===== src/rtl/ddrx_mc_pkg.sv =====
// Types and constants shared by the DDR memory-controller blocks.
package ddrx_mc_pkg;

  localparam int unsigned JEDEC_MAX_POSTPONE = 8;

  typedef enum logic [1:0] {
    IDLE,
    REQ,
    BUSY
  } ref_state_e;

endpackage


===== src/rtl/ref_interval_timer.sv =====
// tREFI down-counter: one-cycle tick every 'period' cycles while running.
module ref_interval_timer #(
  parameter int unsigned W = 16
) (
  input  logic         clk,
  input  logic         rst,
  input  logic         run,
  input  logic [W-1:0] period,
  output logic         tick
);

  localparam logic [W-1:0] One = W'(1);

  logic [W-1:0] cnt_q;
  logic         primed_q;

  // The first running cycle only loads, so the first tick lands a full period later.
  assign tick = run && primed_q && (cnt_q == '0);

  always_ff @(posedge clk or posedge rst) begin
    if (rst) begin
      cnt_q    <= '0;
      primed_q <= 1'b0;
    end else begin
      primed_q <= run;
      if (!run || !primed_q || (cnt_q == '0)) begin
        cnt_q <= period - One;
      end else begin
        cnt_q <= cnt_q - One;
      end
    end
  end

endmodule


===== src/rtl/ref_scheduler.sv =====
// Auto-refresh scheduler: owed-refresh accounting, req/ack handshake and tRFC blackout.
module ref_scheduler
  import ddrx_mc_pkg::*;
#(
  parameter int unsigned C_TREFI_WIDTH  = 16,
  parameter int unsigned C_TRFC_WIDTH   = 10,
  parameter int unsigned C_MAX_POSTPONE = JEDEC_MAX_POSTPONE,
  parameter int unsigned C_PEND_WIDTH   = 4
) (
  input  logic                     core_clk,
  input  logic                     core_arst,
  input  logic                     ref_en,
  input  logic [C_TREFI_WIDTH-1:0] cfg_trefi,
  input  logic [C_TRFC_WIDTH-1:0]  cfg_trfc,
  output logic                     ref_req,
  input  logic                     ref_ack,
  output logic                     ref_busy,
  output logic                     ref_done,
  output logic                     ref_urgent,
  output logic [C_PEND_WIDTH-1:0]  ref_pending,
  output logic                     ref_err
);

  localparam logic [C_PEND_WIDTH-1:0] PendMax = C_PEND_WIDTH'(C_MAX_POSTPONE);
  localparam logic [C_PEND_WIDTH-1:0] PendUrg = C_PEND_WIDTH'(C_MAX_POSTPONE - 1);
  localparam logic [C_PEND_WIDTH-1:0] PendOne = C_PEND_WIDTH'(1);
  localparam logic [C_TRFC_WIDTH-1:0] TrfcOne = C_TRFC_WIDTH'(1);

  ref_state_e              state_q;
  logic [C_TRFC_WIDTH-1:0] trfc_q;
  logic [C_TRFC_WIDTH-1:0] trfc_load;
  logic [C_PEND_WIDTH-1:0] pending_d;
  logic                    tick;
  logic                    ack_acc;
  logic                    err_set;

  ref_interval_timer #(
    .W(C_TREFI_WIDTH)
  ) u_timer (
    .clk    (core_clk),
    .rst    (core_arst),
    .run    (ref_en && (cfg_trefi != '0)),
    .period (cfg_trefi),
    .tick   (tick)
  );

  assign ack_acc   = ref_ack && ref_req;
  assign err_set   = tick && !ack_acc && (ref_pending == PendMax);
  assign trfc_load = (cfg_trfc == '0) ? '0 : cfg_trfc - TrfcOne;

  always_comb begin
    pending_d = ref_pending;
    if (tick && !ack_acc && (ref_pending != PendMax)) begin
      pending_d = ref_pending + PendOne;
    end else if (ack_acc && !tick) begin
      pending_d = ref_pending - PendOne;
    end
  end

  always_ff @(posedge core_clk or posedge core_arst) begin
    if (core_arst) begin
      state_q     <= IDLE;
      trfc_q      <= '0;
      ref_pending <= '0;
      ref_urgent  <= 1'b0;
      ref_err     <= 1'b0;
      ref_req     <= 1'b0;
      ref_busy    <= 1'b0;
      ref_done    <= 1'b0;
    end else begin
      ref_pending <= pending_d;
      ref_urgent  <= (pending_d >= PendUrg);
      if (err_set) begin
        ref_err <= 1'b1;
      end
      unique case (state_q)
        IDLE: begin
          if (pending_d != '0) begin
            state_q <= REQ;
            ref_req <= 1'b1;
          end
        end
        REQ: begin
          if (ack_acc) begin
            state_q  <= BUSY;
            ref_req  <= 1'b0;
            ref_busy <= 1'b1;
            trfc_q   <= trfc_load;
            ref_done <= (trfc_load == '0);
          end
        end
        BUSY: begin
          if (trfc_q == '0) begin
            ref_busy <= 1'b0;
            ref_done <= 1'b0;
            if (pending_d != '0) begin
              state_q <= REQ;
              ref_req <= 1'b1;
            end else begin
              state_q <= IDLE;
            end
          end else begin
            trfc_q   <= trfc_q - TrfcOne;
            // Registered pulse must be armed one cycle before the count reaches zero.
            ref_done <= (trfc_q == TrfcOne);
          end
        end
        default: state_q <= IDLE;
      endcase
    end
  end

endmodule


===== config.mk =====
export PLATFORM = sky130hd
export DESIGN_NAME = ref_scheduler
export DESIGN_NICKNAME = d
export VERILOG_FILES = /design/src/rtl/ddrx_mc_pkg.sv /design/src/rtl/ref_interval_timer.sv /design/src/rtl/ref_scheduler.sv
export SDC_FILE = /design/constraint.sdc
export NUM_CORES = 1
export LEC_CHECK = 0
export ABC_AREA = 1
export BUFFER_PORTS_ARGS = -buffer_cell sky130_fd_sc_hd__buf_2
export CELL_PAD_IN_SITES_DETAIL_PLACEMENT = 1
export CELL_PAD_IN_SITES_GLOBAL_PLACEMENT = 1
export CORE_UTILIZATION = 42
export DETAILED_ROUTE_END_ITERATION = 7
export PLACE_DENSITY_LB_ADDON = 0.1
export SLEW_MARGIN = 5
export SYNTH_ARGS = -nofsm -noshare
export SYNTH_HDL_FRONTEND = slang
export SYNTH_HIERARCHICAL = 1
export SYNTH_SLANG_ARGS = --single-unit

===== constraint.sdc =====
create_clock -name core_clk -period 2.7 [get_ports core_clk]
set_input_delay 0.54 -clock core_clk [delete_from_list [all_inputs] [get_ports core_clk]]
set_output_delay 0.54 -clock core_clk [all_outputs]
set_load 0.1 [all_outputs]

======== After elaboration in Yosys (flattened, before gate mapping) ========
Index checks and enable logic that the tools add are counted.
operators by class
  $add $sub $neg .......................... 6
  multiply operators ...................... 0
  divide/modulo/power cells ............... 0
  $lt $le $gt $ge ......................... 1
  equal/unequal tests ..................... 9
  shift-type cells ........................ 0
  mux-type cells .......................... 22
  bitwise logic cells ..................... 0
  reduce and logical (&&, ||, !) cells .... 28
operators by type and width
  operator               number
  $sub 16x1->16 const B  2
  $logic_not 10->1       3
  $mux 10                3
  $pmux 10 s2            1
  $sub 10x1->10 const B  2
  $logic_not 16->1       1
  $mux 16                1
  $reduce_bool 16->1     1
  $reduce_and 3->1       4
  $eq 10x1->1 const B    1
  $logic_and 1x1->1      8
  $mux 1                 8
  $mux 4                 2
  $ne 2x2->1 const B     4
  $mux 2                 3
  $pmux 2 s3             1
  $add 4x1->4 const B    1
  $eq 4x4->1 const B     1
  $ge 4x3->1 const B     1
  $logic_not 1->1        4
  $ne 4x4->1 const B     1
  $pmux 1 s2             2
  $reduce_bool 4->1      1
  $sub 4x1->4 const B    1
  8 further kinds        9
storage, ports and cells
  bits in registers ....................... 38
  bits in latches ......................... 0
  RAM bits ................................ 0
  ROM bits ................................ 0
  bits of input ports ..................... 30
  memories ................................ 0

======== Depth between registers and ports, before layout ========
  depth after elaboration ................. 12
  depth in mapped cells ................... 16
  mapped depth without buffers ............ 15

======== Hierarchy ========
Netlist, hierarchy kept.
by module, submodules not included
  module              instances  cells each  area each (um2)  seq. area each (um2)
  ref_scheduler       1          240         1677.9           525.5
  ref_interval_timer  1          184         1270.0           425.4

======== Least setup slack after synthesis ========
No wires, ideal clock.
  path type ............................... input to register
  start point ............................. in cfg_trefi[8]
  end point ............................... reg u_timer.cnt_q[10]
  library setup time ...................... 116 ps
  arrival time ............................ 2253 ps
  data required time ...................... 2584 ps
  slack ................................... 331 ps
  cell stages on the path ................. 14
  buffers on the path ..................... 1
  path through ............................ nor4_1 > a41oi_1 > nand2_1 > clkinv_1 > nand2_4 > buf_8 > nand2_2 > o21ai_2 > ha_1 > nand3_2 > nor2_2 > nand2_1 > nand2_1 > nand2_1
on the way
  word-level cells in the longest chain between the ends .. 6
ends and longest elaborated chain
  item                                                   line                      RTL
  start: declaration                                     ref_scheduler.sv:13       input logic [C_TREFI_WIDTH-1:0] cfg_trefi,
  branches (longest 5 deep; another with $sub 16x1->16)  n/a
  $mux 16 (*)                                            ref_interval_timer.sv:26  if (!run || !primed_q || (cnt_q == '0)) begin
  end signal: assignment                                 ref_interval_timer.sv:27  cnt_q <= period - One;
  end signal: assignment                                 ref_interval_timer.sv:29  cnt_q <= cnt_q - One;
  end: declaration                                       ref_interval_timer.sv:14  logic [W-1:0] cnt_q;
Mark *: on every way between the ends.
A chain may end at the register's enable or synchronous reset.

======== Worst setup path after layout ========
  start point ............................. in cfg_trefi[0]
  end point ............................... reg u_timer.cnt_q[15]
The elaborated chain is that of the path after synthesis.

==> flow_summary.yaml <==
grt:
  global_route.overflow_total: 0
  wire_length_of_the_first_global_routing_pass_mm: 13.92
  grt_start_max_net_pins: 22
  antenna_found_initial: 0
  grt_pass1_vias: 3021
  grt.total_usage_pct: 24.07
sta:
  finalSetupViolations: 0
  maxSlewHeadroom_pct: 45.00
  finalCritPeriodShare_pct: 91.53
  holdWs_ns: 0.3713
  finClkSkew_ns: 0.01140
  setup_total_negative_slack_ns: 0
  setup_repair_after_global_routing_missed_its_margin: "no"
  hold_viol: 0
  worst-slew-pin-transition_ns: 0.8240
  post-route-worst-setup-slack_ns: 0.2287
  fin_crit_ns: 2.471
  timing_max_transition_violations_final: 0
  timing.fmax_mhz: 404.6
drt:
  vias: 2928
  wire_per_inst_um: 14.18
  detail_route.first_pass.iterations: 4
  residual_antenna_violating_net_count_after_detailed_routing: 0
  post-route-drc-count: 0
  drt-initial-drc-count: 75
  post_drt_via_cell_ratio: 5.066
  sum_of_routed_wire_length_over_all_layers_mm: 8.196
setup_path:
  rr_startpoint: "u_timer/cnt_q[13]"
  worst_path_largest_cell_delay_ns: 0.42
  worst-path-buf-inv: 3
  crit_path_frequent_cell: "sky130_fd_sc_hd__nand2_1"
  cpMaxStageDelayCell: "sky130_fd_sc_hd__nor4_1"
  worstPathCellList: "buf_2 -> nor4_1 -> a41oi_1 -> nand2_1 -> clkinv_1 -> buf_4 -> nand3_1 -> nand2_1 -> nor2_1 -> nand2_1 -> nor2_1 -> nand2_1 -> nand2_1 -> nand2_1"
  critPathCaptureType: "flip-flop"
  crit_type: "input pin to flip-flop"
  worstPathMaxFanout: 16
  worst_r2r_endpoint: "state_q[0]"
  required_ns: 2.89
  kind_of_start_point_of_the_critical_path: "input pin"
  worst_r2r_path_depth: 14
  crit_arrival_ns: 2.66
  reg2reg_slack_ns: 0.30
  critical-path-top-delay-family: "simple AND/OR/NAND/NOR gates"
synth:
  ys_seq_area_share_pct: 32.26
  synth.area.top_cells: "sky130_fd_sc_hd__dfrtp_1, sky130_fd_sc_hd__nand2_1, sky130_fd_sc_hd__inv_1, sky130_fd_sc_hd__nor2_1, sky130_fd_sc_hd__nand3_1"
  mappedNetlistArea_sq_um: 2948
  netlist.top_cell.by_area: "sky130_fd_sc_hd__dfrtp_1"
  avg_cell_area_syn_sq_um: 6.952
  synth_top_area_share_pct: 32.26
  synth.distinct_cells: 38
  postSynthNetCount: 460
  synth-warning-count: 6
  synth.ff_latch_count: 38
  synthesized_instance_count: 424
placement:
  post-dp-hpwl_mm: 6.660
  placement.setup.worst_slack_ns: -0.05530
  gpl.final_weighted_congestion: 0.8494
  placed_cell_area_sq_um: 3341
  io_buffers: 38
pwr:
  comb_power_share_pct: 54.3
  worst_ir_drop_vdd_uv: 286.3
  total_leakage_power_nw: 1.803
  power.share.sequential_pct: 30.9
  p_int_mw: 1.373
  cellPowerDensity_nw_per_um2: 837.4
  clock_power_share_pct: 14.8
  power.switching_fraction_pct: 52.28
  switch_pwr_mw: 1.504
floorplanning:
  width_of_the_die_um: 85.78
  ioPinCount: 39
  dieArea_sq_um: 7357
  die_h_um: 85.78
  floorplan.initialDensity_pct: 43.39
  core_region_area_sq_um: 6794
  placement_rows: 30
cts:
  clkLatencyLatePin_ns: 0.30
  postCtsResizedCells: 0
  cts_hold_buffers: 0
  postCtsSetupRepairBufs: 0
  ctsHtreeMaxLevel: 2
  cts.path.max_buffers: 2
  cts_root_buffer: "sky130_fd_sc_hd__clkbuf_8"
  clock-sinks: 38
  worst_setup_hold_path_clk_slew_ns: 0.08
  tritoncts: "yes"
  cts_inserted_buffers: 5
outcome:
  status: "finished clean"
final_layout:
  n_antenna_cell: 0
  area_growth_from_synthesis_to_layout_pct: 16.55
  final_layout_size_suffix_gt1_share_pct: 24.27
  finalNetCount: 517
  layout.cells.most_common_list: "sky130_fd_sc_hd__nand2_1, sky130_fd_sc_hd__inv_1, sky130_fd_sc_hd__nor2_1, sky130_fd_sc_hd__buf_2, sky130_fd_sc_hd__dfrtp_1"
  final_area_sq_um: 3436
  mostFrequentLayoutCell: "sky130_fd_sc_hd__nand2_1"
job:
  cap_viol_max_count: 0
hold_path:
  hold_class: "input pin to asynchronous set/reset pin"
==> how the worst max path moves through the flow <==
stage,start,end,slack (ns),cells after the start
3_5_place_dp,cfg_trefi[0],u_timer/cnt_q[15],-0.06,14
5_1_grt,cfg_trefi[0],u_timer/cnt_q[13],0.008,14
2_1_floorplan,cfg_trefi[8],u_timer/cnt_q[10],0.33,14
3_3_place_gp,cfg_trefi[0],u_timer/cnt_q[9],0.07,14
4_1_cts,cfg_trefi[0],u_timer/cnt_q[15],0.24,14
6_report,cfg_trefi[0],u_timer/cnt_q[15],0.23,14
==> layer usage <==
metal / share of wire (%) / track usage [%] / vias to the layer above
li1: - / - / 1454
met1: 47 / 30.84 / 1415
met2: 49 / 42.98 / 46
met3: 2.5 / 2.791 / 13
met4: 1.4 / 6.364 / 0
met5: 0 / 0 / -
==> power by group through the flow <==
stage                     Clock, mW  Sequential [mW]  Combinational, mW
final                         0.426            0.890               1.56
after global routing          0.456            0.915               1.71
after CTS                     0.437            0.891               1.57
after detailed placement          0            0.901               1.56
after global placement            0            0.896               1.51
after floorplan                   0             1.28              0.837
==> per-stage QoR <==
stage / utilization, % / std cells / power (mW)
final: 50.57 / 578 / 2.877
after global routing: 50.57 / 578 / 3.083
after CTS: 50.57 / 578 / 2.899
after detailed placement: 49.17 / 570 / 2.462
after global placement: 49.17 / 570 / 2.406
after floorplan: - / 424 / 2.122
==> registers in the layout, indices dropped and copies added, names as in the netlist <==
name / count
ref_req: 1
u_timer/primed_q: 1
ref_err: 1
ref_done: 1
u_timer/cnt_q: 16
trfc_q: 10
ref_busy: 1
state_q: 2
ref_pending: 4
ref_urgent: 1
==> worst reg2reg max path, stage by stage, from the launching register on <==
cell and delay [ns]:
sky130_fd_sc_hd__dfrtp_1 0.39, sky130_fd_sc_hd__nor2_1 0.18, sky130_fd_sc_hd__nand2_1 0.10, sky130_fd_sc_hd__nor2_2 0.15, sky130_fd_sc_hd__nand2_4 0.18, sky130_fd_sc_hd__nor2_1 0.30, sky130_fd_sc_hd__inv_1 0.13, sky130_fd_sc_hd__nor2_2 0.17
sky130_fd_sc_hd__nand2_2 0.12, sky130_fd_sc_hd__nand2_1 0.09, sky130_fd_sc_hd__nand2_1 0.09, sky130_fd_sc_hd__nor2_1 0.11, sky130_fd_sc_hd__nand2_1 0.08, sky130_fd_sc_hd__nand3_1 0.09, sky130_fd_sc_hd__o21ai_0 0.11
==> cells in the mapped netlist <==
cell / n
sky130_fd_sc_hd__nand2_1: 124
sky130_fd_sc_hd__dfrtp_1: 38
sky130_fd_sc_hd__ha_1: 6
sky130_fd_sc_hd__buf_4: 1
sky130_fd_sc_hd__o21ai_2: 3
sky130_fd_sc_hd__nor2_2: 9
sky130_fd_sc_hd__nand3b_1: 5
sky130_fd_sc_hd__xor2_2: 1
sky130_fd_sc_hd__a41oi_1: 2
sky130_fd_sc_hd__xnor2_1: 2
sky130_fd_sc_hd__nor3_1: 3
sky130_fd_sc_hd__o211ai_1: 3
sky130_fd_sc_hd__nand3_2: 4
sky130_fd_sc_hd__a21boi_0: 1
sky130_fd_sc_hd__inv_1: 51
sky130_fd_sc_hd__inv_2: 5
sky130_fd_sc_hd__nor4_1: 4
sky130_fd_sc_hd__nand3_1: 37
sky130_fd_sc_hd__nand2_4: 5
sky130_fd_sc_hd__nor2_8: 1
sky130_fd_sc_hd__nor2_4: 5
sky130_fd_sc_hd__buf_8: 1
sky130_fd_sc_hd__o21ai_1: 5
sky130_fd_sc_hd__clkinv_1: 1
sky130_fd_sc_hd__buf_6: 2
sky130_fd_sc_hd__buf_2: 3
sky130_fd_sc_hd__nand4_1: 2
sky130_fd_sc_hd__o31ai_1: 1
sky130_fd_sc_hd__nand2_2: 11
sky130_fd_sc_hd__xor2_1: 9
sky130_fd_sc_hd__a21oi_2: 3
sky130_fd_sc_hd__nand3_4: 2
sky130_fd_sc_hd__o22ai_2: 2
sky130_fd_sc_hd__nor2_1: 50
sky130_fd_sc_hd__o21ai_0: 15
sky130_fd_sc_hd__a21oi_1: 5
sky130_fd_sc_hd__o21bai_1: 1
sky130_fd_sc_hd__a31o_2: 1
==> cells by family (layout without fill, tap and decap cells) <==
group	after synthesis	in the layout	synth area share, %
adders and majority gates	6	6	2.547
DFF	38	38	32.26
buffers and inverters	64	122	9.295
AOI/OAI and AO/OA	42	42	9.296
and+or+nand+nor	262	262	42.78
xor gates and xnor gates	12	12	3.820
==> layout make-up <==
class	instances	area (sq um)
well taps	96	120.1
clock buffers	6	82.58
flip-flops and latches	38	950.9
repair buffers	57	332.8
multi-input cells	322	1723
fillers	926	3358
clock inverters	2	12.51
inverters	57	214.0
Note: power is estimated with default switching activity, not from simulation.
